--- config.mk ---
export PLATFORM = sky130hd
export DESIGN_NAME = cpu_alu_unit
export DESIGN_NICKNAME = d
export VERILOG_FILES = /design/src/rtl/cpu_alu_unit.sv
export SDC_FILE = /design/constraint.sdc
export NUM_CORES = 2
export LEC_CHECK = 0
export BUFFER_PORTS_ARGS = -buffer_cell sky130_fd_sc_hd__buf_4
export CAP_MARGIN = 20
export CORE_MARGIN = 1.5
export CORE_UTILIZATION = 65
export CTS_CLUSTER_DIAMETER = 200
export CTS_CLUSTER_SIZE = 14
export DETAILED_ROUTE_END_ITERATION = 12
export HOLD_SLACK_MARGIN = 0.06
export PLACE_DENSITY_LB_ADDON = 0.05
export SYNTH_ARGS = -nofsm -noshare
export SYNTH_HDL_FRONTEND = slang
export SYNTH_SLANG_ARGS = --single-unit
--- constraint.sdc ---
create_clock -name clk -period 2.5 [get_ports clk]
set_input_delay 0.375 -clock clk [delete_from_list [all_inputs] [get_ports clk]]
set_output_delay 0.375 -clock clk [all_outputs]
set_load 0.01 [all_outputs]
--- src/rtl/cpu_alu_unit.sv ---
// cpu_alu_unit
// Registered integer execution unit for the Flare32 core. One operation is
// accepted per valid cycle. Its result words and updated flags appear on the
// registered outputs after the next rising clock edge.
//
// Ports:
//   clk        system clock, rising edge
//   rst        asynchronous active-high reset, clears all outputs
//   in_valid   operation issue strobe
//   oper       5-bit opcode (0-17 defined, 18-31 reserved)
//   a          operand A, also the low word for long shifts
//   a_hi       high word of A, used only by long shifts
//   b          operand B, or unsigned shift amount (full 32 bits)
//   flags_in   current flags {N,V,C,Z} in bits [3:0]
//   out_valid  result registers hold a fresh result
//   result     low result word
//   result_hi  high result word (MUL and long shifts only, else 0)
//   flags_out  updated flags, same bit order as flags_in
module cpu_alu_unit (
   input  logic        clk,
   input  logic        rst,
   input  logic        in_valid,
   input  logic [4:0]  oper,
   input  logic [31:0] a,
   input  logic [31:0] a_hi,
   input  logic [31:0] b,
   input  logic [3:0]  flags_in,
   output logic        out_valid,
   output logic [31:0] result,
   output logic [31:0] result_hi,
   output logic [3:0]  flags_out
);

   typedef enum logic [4:0] {
      OP_ADD  = 5'd0,
      OP_ADC  = 5'd1,
      OP_SUB  = 5'd2,
      OP_SBC  = 5'd3,
      OP_RSB  = 5'd4,
      OP_MUL  = 5'd5,
      OP_AND  = 5'd6,
      OP_ORR  = 5'd7,
      OP_XOR  = 5'd8,
      OP_BIC  = 5'd9,
      OP_LSL  = 5'd10,
      OP_LSR  = 5'd11,
      OP_ASR  = 5'd12,
      OP_ROL  = 5'd13,
      OP_ROR  = 5'd14,
      OP_LLSL = 5'd15,
      OP_LLSR = 5'd16,
      OP_LASR = 5'd17
   } alu_op_e;

   logic [31:0] add_a;
   logic [31:0] add_b;
   logic        add_cin;
   logic [32:0] add_sum;
   logic        add_v;

   logic [63:0] prod;
   logic [32:0] lsl_ext;
   logic [32:0] lsr_ext;
   logic [32:0] asr_ext;
   logic [4:0]  rol_amt;
   logic [31:0] rol_res;
   logic [31:0] ror_res;
   logic [63:0] long_val;
   logic [64:0] llsl_ext;
   logic [64:0] llsr_ext;
   logic [64:0] lasr_ext;

   logic [31:0] res_lo;
   logic [31:0] res_hi;
   logic        c_next;
   logic        v_next;
   logic        z_next;
   logic        n_next;
   logic        is_long;
   logic        is_reserved;
   logic [3:0]  flags_next;

   // All five add/subtract opcodes share one 33-bit adder. Subtraction is
   // expressed as addition of the inverted operand, so the carry out directly
   // means "no borrow" and overflow is judged on the operands actually added.
   always_comb begin
      add_a   = a;
      add_b   = b;
      add_cin = 1'b0;
      case (oper)
         OP_ADC: add_cin = flags_in[1];
         OP_SUB: begin
            add_b   = ~b;
            add_cin = 1'b1;
         end
         OP_SBC: begin
            add_b   = ~b;
            add_cin = flags_in[1];
         end
         OP_RSB: begin
            add_a   = b;
            add_b   = ~a;
            add_cin = 1'b1;
         end
         default: ;
      endcase
   end

   assign add_sum = {1'b0, add_a} + {1'b0, add_b} + {32'd0, add_cin};
   assign add_v   = (add_a[31] == add_b[31]) && (add_sum[31] != add_a[31]);

   assign prod = {32'd0, a} * {32'd0, b};

   // Each shift carries one extra bit on the side where bits fall out, so the
   // last bit shifted out lands in that guard position. Shift amounts beyond
   // the width naturally yield zero (or sign fill for arithmetic shifts) in
   // both the result and the guard bit, which is exactly the carry required.
   assign lsl_ext  = {1'b0, a} << b;
   assign lsr_ext  = {a, 1'b0} >> b;
   assign asr_ext  = $signed({a, 1'b0}) >>> b;

   assign long_val = {a_hi, a};
   assign llsl_ext = {1'b0, long_val} << b;
   assign llsr_ext = {long_val, 1'b0} >> b;
   assign lasr_ext = $signed({long_val, 1'b0}) >>> b;

   // Rotates use only b[4:0]. A left rotate is a right rotate by the
   // complementary amount modulo 32, so both share the same doubled word.
   assign rol_amt = 5'd0 - b[4:0];
   assign ror_res = 32'({a[30:0], a} >> b[4:0]);
   assign rol_res = 32'({a[30:0], a} >> rol_amt);

   // Result and flag selection. C and V default to their incoming values so
   // that every opcode which leaves them alone needs no explicit assignment.
   always_comb begin
      res_lo      = 32'd0;
      res_hi      = 32'd0;
      c_next      = flags_in[1];
      v_next      = flags_in[2];
      is_long     = 1'b0;
      is_reserved = 1'b0;
      case (oper)
         OP_ADD, OP_ADC, OP_SUB, OP_SBC, OP_RSB: begin
            res_lo = add_sum[31:0];
            c_next = add_sum[32];
            v_next = add_v;
         end
         OP_MUL: begin
            res_lo = prod[31:0];
            res_hi = prod[63:32];
         end
         OP_AND: res_lo = a & b;
         OP_ORR: res_lo = a | b;
         OP_XOR: res_lo = a ^ b;
         OP_BIC: res_lo = a & ~b;
         OP_LSL: begin
            res_lo = lsl_ext[31:0];
            if (b != 32'd0) c_next = lsl_ext[32];
         end
         OP_LSR: begin
            res_lo = lsr_ext[32:1];
            if (b != 32'd0) c_next = lsr_ext[0];
         end
         OP_ASR: begin
            res_lo = asr_ext[32:1];
            if (b != 32'd0) c_next = asr_ext[0];
         end
         OP_ROL: begin
            res_lo = rol_res;
            if (b[4:0] != 5'd0) c_next = rol_res[0];
         end
         OP_ROR: begin
            res_lo = ror_res;
            if (b[4:0] != 5'd0) c_next = ror_res[31];
         end
         OP_LLSL: begin
            is_long          = 1'b1;
            {res_hi, res_lo} = llsl_ext[63:0];
            if (b != 32'd0) c_next = llsl_ext[64];
         end
         OP_LLSR: begin
            is_long          = 1'b1;
            {res_hi, res_lo} = llsr_ext[64:1];
            if (b != 32'd0) c_next = llsr_ext[0];
         end
         OP_LASR: begin
            is_long          = 1'b1;
            {res_hi, res_lo} = lasr_ext[64:1];
            if (b != 32'd0) c_next = lasr_ext[0];
         end
         default: is_reserved = 1'b1;
      endcase

      z_next = is_long ? ({res_hi, res_lo} == 64'd0) : (res_lo == 32'd0);
      n_next = is_long ? res_hi[31] : res_lo[31];

      // Reserved opcodes pass every incoming flag straight through.
      flags_next = is_reserved ? flags_in : {n_next, v_next, c_next, z_next};
   end

   // Output registers. An idle cycle only drops out_valid; the data and
   // flags keep the last result so the CPU can still read them.
   always_ff @(posedge clk or posedge rst) begin
      if (rst) begin
         out_valid <= 1'b0;
         result    <= 32'd0;
         result_hi <= 32'd0;
         flags_out <= 4'd0;
      end else if (in_valid) begin
         out_valid <= 1'b1;
         result    <= res_lo;
         result_hi <= res_hi;
         flags_out <= flags_next;
      end else begin
         out_valid <= 1'b0;
      end
   end

endmodule

==> results by stage, run 1 <==
Floorplan:
- The height of the die is ~310 um.
- In this run the count of I/O pins placed on the die edge is ~180.
- The initial cell density of the core is 0.656.
- In this run the horizontal extent of the chip is 310 um.
- The number of core rows is roughly 110.

Clocking:
- The number of H-tree branching levels is 3.
- The clock tree buffer depth is 2.
- The clock tree root driver cell is sky130_fd_sc_hd__clkbuf_16.
- The TritonCTS sink count is ~70.
- The number of buffers created by CTS is 9.

Global route:
- The remaining global-route overflow is roughly 2,600.
- The total global routing track utilization is 0.905.
- The wire length of the first global-routing pass is approximately 630,000 um.
- Entering global routing, the biggest net connects between 150 and 200 pins.
- The number of global-route vias before repair is between 90,000 and 100k.

Yosys:
- The share of synthesized area in the top cell type comes to 0.294.
- The flip-flop and latch count after synthesis is between 60 and 70.
- The sequential cell area fraction in the yosys report is 0.0283.
- The gate count after technology mapping is 7,542.
- After synthesis, the netlist uses 105 different library cells.
- The number of nets in the synthesized netlist is 8,908.
- The synthesized area per cell is 8.10 um^2.
- For this run, the leading register cell type out of synthesis is sky130_fd_sc_hd__dfrtp_1.
- Counting flops with an async set or reset pin after synthesis yields a share of 1.00.
- The number of synthesized flops with an enable pin is 0.
- During synthesis, Yosys emitted a total of 0 warnings.
- Ranked by total cell area, the synthesized netlist is headed by sky130_fd_sc_hd__fa_1 (29%), sky130_fd_sc_hd__mux4_2 (8.5%), sky130_fd_sc_hd__ha_1 (7.4%).
- After synthesis, the share of cell area in mux cells is 0.146.
- Yosys instantiated no cell more often than sky130_fd_sc_hd__nor2_1.
- The arithmetic-cell share of the synthesized area counting full adders, half adders and majority gates is 0.368.
- The post-synth design cell area is 0.0611 mm^2.
- The top cell type by total area after synthesis is sky130_fd_sc_hd__fa_1.
- The fraction of the mapped netlist area in compound gates is 0.161.
- After synthesis, the most frequently instantiated cells are sky130_fd_sc_hd__nor2_1 (954), sky130_fd_sc_hd__inv_1 (949), sky130_fd_sc_hd__fa_1 (898).
- Of the total synthesized cell area, the portion taken by AND, OR, NAND and NOR gates is 0.178.
- After synthesis, the largest family of logic cells by area is adder cells.
- The parity-gate share of the synthesized area counting xor and xnor cells is 0.0105.

Placement:
- The number of buffers added on ports is roughly 180.
- The half-perimeter wire length after placement is between 200,000 and 300,000 um.
- The last weighted congestion value of the routability-driven placer is 1.62.

Status:
- The run stopped with a tool error.
- The tool reported: "[ERROR GRT-0116] Global routing finished with congestion. Check the congestion regions in the DRC Viewer".
- The stage where the flow stopped is global routing.
metal layers:
metal / global-route usage / GRT overflow
met2: 1.04 / 1358
met4: 0.982 / 814
met1: 0.870 / 212
met5: 0.607 / 15
met3: 0.782 / 161
stage by stage:
| step | instance area [um^2] | util | setup WS (ps) | instances | TNS [ps] |
|---|---|---|---|---|---|
| global placement | 78800 | 0.846 | -5930 | 10344 | -329020 |
| detailed placement | 78800 | 0.846 | -6340 | 10344 | -340430 |
| floorplan | 63000 | - | -5810 | 7542 | -302480 |
| CTS | 83000 | 0.891 | -5350 | 10507 | -288790 |
timing repair:
item / in CTS
setup buffers: 142
endpoints found under the setup margin: 68
pin swaps: 190
endpoints found under the hold margin: 11
hold buffers: 1
gates resized for setup: 647
cloned: 10
cell families after synthesis:
| logic type | count (synthesis) |
|---|---|
| AOI/OAI and AO/OA | 1429 |
| muxes | 585 |
| adders and majority gates | 1258 |
| buffers and inverters | 1655 |
| xor gates and xnor gates | 73 |
| and+or+nand+nor | 2473 |
| DFF | 69 |
==> inputs of run 2 (changes only) <==
--- a/config.mk
+++ b/config.mk
@@ -8,12 +8,9 @@
 export BUFFER_PORTS_ARGS = -buffer_cell sky130_fd_sc_hd__buf_4
 export CAP_MARGIN = 20
 export CORE_MARGIN = 1.5
-export CORE_UTILIZATION = 65
-export CTS_CLUSTER_DIAMETER = 200
-export CTS_CLUSTER_SIZE = 14
+export CORE_UTILIZATION = 40
 export DETAILED_ROUTE_END_ITERATION = 12
-export HOLD_SLACK_MARGIN = 0.06
-export PLACE_DENSITY_LB_ADDON = 0.05
+export PLACE_DENSITY_LB_ADDON = 0.15
 export SYNTH_ARGS = -nofsm -noshare
 export SYNTH_HDL_FRONTEND = slang
 export SYNTH_SLANG_ARGS = --single-unit
==> run 2 against run 1 <==
  * The flow now finishes, with violations (negative setup slack)
  * Synthesized cell count unchanged
  * Synthesized area did not move
==> results by stage, run 2 <==
Status:
- The flow ran to the end, but the final reports show violations.
- The final reports fail on negative setup slack.

Timing:
- Setup violations remaining at the end of the flow were counted as 68.
- The worst-margin pin slew is 1320 ps.
- In the finished design, the share of the clock period the worst path needs comes to 3.23.
- Headroom to the max-slew limit came out at 0.119.
- Across all setup checks in the final design, the least slack found is -5580 ps.
- After layout, the minimum clock period comes to ~8100 ps.
- Timing would allow up to roughly 0.12 GHz.
- Clock skew on the completed layout was measured at 0 ps.
- The number of max-slew violations in the final report is 0.
- Summed over all failing endpoints, the final setup total negative slack is -302,080 ps.
- The final hold violation count is 0.
- Setup repair after global routing could not meet its margin everywhere.

Yosys:
- The number of warnings printed during yosys synthesis is 0 (unchanged).
- By instance count, the leading cell after synthesis is sky130_fd_sc_hd__nor2_1.
- The gate count after technology mapping is 7,542 (unchanged).
- The total nets after synthesis is 8,908 (unchanged).
- The fraction of registers with async set/reset was 1.00 (unchanged).
- The top cell type by total area after synthesis is sky130_fd_sc_hd__fa_1.
- The top-area cell type share of the netlist area was 0.294 (unchanged).
- The count of distinct cell types in the synthesized netlist is 105 (unchanged).
- In the post-synthesis netlist, the biggest area contributors are sky130_fd_sc_hd__fa_1 (29%), sky130_fd_sc_hd__mux4_2 (8.5%), sky130_fd_sc_hd__ha_1 (7.4%).
- The sequential cell area fraction in the yosys report is 0.0283 (unchanged).
- The prevailing post-synth register cell is sky130_fd_sc_hd__dfrtp_1.
- The synthesized area per cell was 8.10 um^2 (unchanged).
- By count the netlist is led by sky130_fd_sc_hd__nor2_1 (954), sky130_fd_sc_hd__inv_1 (949), sky130_fd_sc_hd__fa_1 (898).
- The number of synthesized flops with an enable pin came to 0 (unchanged).
- The flip-flop and latch count after synthesis came to 69 (unchanged).
- The post-synth design cell area is 0.0611 mm^2 (unchanged).

Placement:
- The last weighted congestion value of the routability-driven placer is 1.23 (-24%).
- The placement-stage worst setup slack is -6550 ps (-212 ps).
- The number of buffers added on ports is 176 (unchanged).
- The instance area after placement came to 0.0831 mm^2 (+5.4%).
- The half-perimeter wire length after placement is 379,000 um (+31%).

Layout:
- From synthesis to final layout, the design area changed by 41.7%.
- Of the cells placed in the final design, the portion with a size suffix greater than 1 is 0.372.
- The final instance area is 0.0866 mm^2.
- The number of nets in the final layout is ~11,000.
- The largest registers in the layout are result: 32 flops, result_hi: 32 flops, flags_out: 4 flops.
- The library cells used most frequently in the layout, excluding fill and tap cells, are sky130_fd_sc_hd__buf_4 (2,336), sky130_fd_sc_hd__inv_1 (917), sky130_fd_sc_hd__nor2_1 (876).
- The most common cell after layout, fill and taps aside is sky130_fd_sc_hd__buf_4.
- The final standard cell utilization of the core is 0.571.

Clocking:
- Clock-pin slew was measured on the worst setup and hold paths at 80 ps.
- The CTS tree is yes.
- The clock tree root driver cell is sky130_fd_sc_hd__clkbuf_16.
- The quantity of hold-fixing buffers added after cts was 0 (-1).
- The number of H-tree branching levels is 3 (unchanged).
- The clock tree buffer depth is 2 (unchanged).
- The TritonCTS sink count is 69 (unchanged).
- The number of buffers created by CTS was 9 (unchanged).
- At the later pin of the worst-skew pair, clock insertion delay measures between 300 and 400 ps.

Drt:
- The total iterations of the first detailed-routing run is 9.
- The number of remaining DRC errors is 0.
- The remaining antenna violation count after routing is 0.
- In the final routed layout, each cell accounts on average for around 40 um.
- The overall routed net length is between 400,000 and 500,000 um.
- The first routing iteration left 12,863 violations.
- The detail-routed via count per cell is approximately 6.6.
- The overall via count from detail_route is ~77,000.

Floorplan:
- The number of core rows is 143 (+28%).
- The initial cell density of the core is 0.403 (-0.253).
- The core region is ~0.15 mm^2.
- The die covers 0.155 mm^2.
- The floorplan die width is 394 um (+27%).
- The height of the die is 394 um (+27%).
- The I/O pin count came to 177 (unchanged).

Hold path:
- The tightest min-delay check is of the input port to asynchronous set/reset pin type.

Worst setup path:
- In this run the worst path has a maximum fanout of 7.
- The slowest stage cell on the critical path is sky130_fd_sc_hd__fa_1.
- For the worst flop-to-flop path, the logic depth is 2.
- The endpoint kind of the worst setup timing path is a flip-flop.
- The data arrival at the endpoint of the critical path is 8380 ps.
- The source of the worst register-to-register timing path is flags_out[1].
- The critical path in this run is classified as input port to flip-flop.
- The endpoint identified for the worst register-to-register timing path is flags_out[1].
- For the worst setup path, the data required time is between 2000 and 3000 ps.
- The setup slack of the worst register-to-register path is roughly 1200 ps.
- The delay contributed by the slowest stage of the critical path is roughly 550 ps.
- The worst setup path is launched from an input port.

Global route:
- The total global routing track utilization is 0.564.
- The initial antenna violation count is 43.
- The number of global-route vias before repair was between 70,000 and 80,000.
- Entering global routing, the biggest net connects ~140 pins.
- The wire length of the first global-routing pass is just over 600,000 um.
- The remaining global-route overflow is 0.

Flow run:
- The max-cap check violation count is 0.
==> run 2: cell type report <==
| class | instances | area (um^2) |
|---|---|---|
| antenna | 32 | 80.1 |
| timing repair buffer | 2621 | 22500 |
| tap | 2030 | 2540 |
| inverter | 975 | 3760 |
| sequential | 69 | 1730 |
| multi-input combinational | 5818 | 55700 |
| fill | 13813 | 65200 |
| clock buffer | 9 | 225 |
| clock inverter | 7 | 73.8 |
==> run 2: worst max-delay path: cells and delay by family <==
kind / cells / cell delay, ps
adder cells (fa/ha/maj): 9 / 3860
AND/OR/NAND/NOR: 5 / 1130
buffers and inverters: 10 / 1490
AO/OA/AOI/OAI: 8 / 1520
==> run 2: routing by layer <==
| layer | vias up | GRT usage | wire length (um) | share of wire |
|---|---|---|---|---|
| met2 | 6994 | 0.743 | 168000 | 0.37 |
| met5 | - | 0.0366 | 1160 | 0.0026 |
| met3 | 1866 | 0.306 | 78100 | 0.17 |
| met1 | 38103 | 0.689 | 161000 | 0.36 |
| met4 | 42 | 0.399 | 42700 | 0.095 |
| li1 | 29723 | - | - | - |
==> run 2: metrics by stage <==
| step | instances | hold slack (ps) |
|---|---|---|
| after CTS | 11498 | 125 |
| after detailed placement | 11431 | 487 |
| after global placement | 11426 | 475 |
| after floorplan | 7542 | 406 |
| final | 11561 | 114 |
| after global routing | 11535 | 146 |
==> run 2: worst max-delay path by stage <==
| stage | depth (start not counted) | slack [ps] | startpoint | endpoint |
|---|---|---|---|---|
| after floorplan | 35 | -5810 | b[3] | flags_out[0] |
| after global placement | 29 | -6630 | a[29] | flags_out[0] |
| after detailed placement | 29 | -6550 | a[29] | flags_out[0] |
| after CTS | 32 | -5540 | a[17] | flags_out[0] |
| after global routing | 31 | -5730 | b[22] | flags_out[0] |
| final | 32 | -5580 | a[21] | flags_out[0] |
==> run 2: what timing repair did <==
action,4_1_cts,5_1_grt
gates cloned,1,1
buffers inserted,50,27
gates resized for setup,332,224
pin swaps,86,117
endpoints found under the setup margin,68,68
==> run 2: cell families after synthesis <==
group                      Yosys count  share of synthesized area
adders and majority gates         1258                      0.368
DFF                                 69                     0.0283
buffers and inverters             1655                      0.108
muxes                              585                      0.146
AOI/OAI and AO/OA                 1429                      0.161
and+or+nand+nor                   2473                      0.178
xor gates and xnor gates            73                     0.0105
Power of run 2 is left out: the tool's default activity adds up to more than one toggle a clock period on the data nets, which glitch-free logic cannot reach.
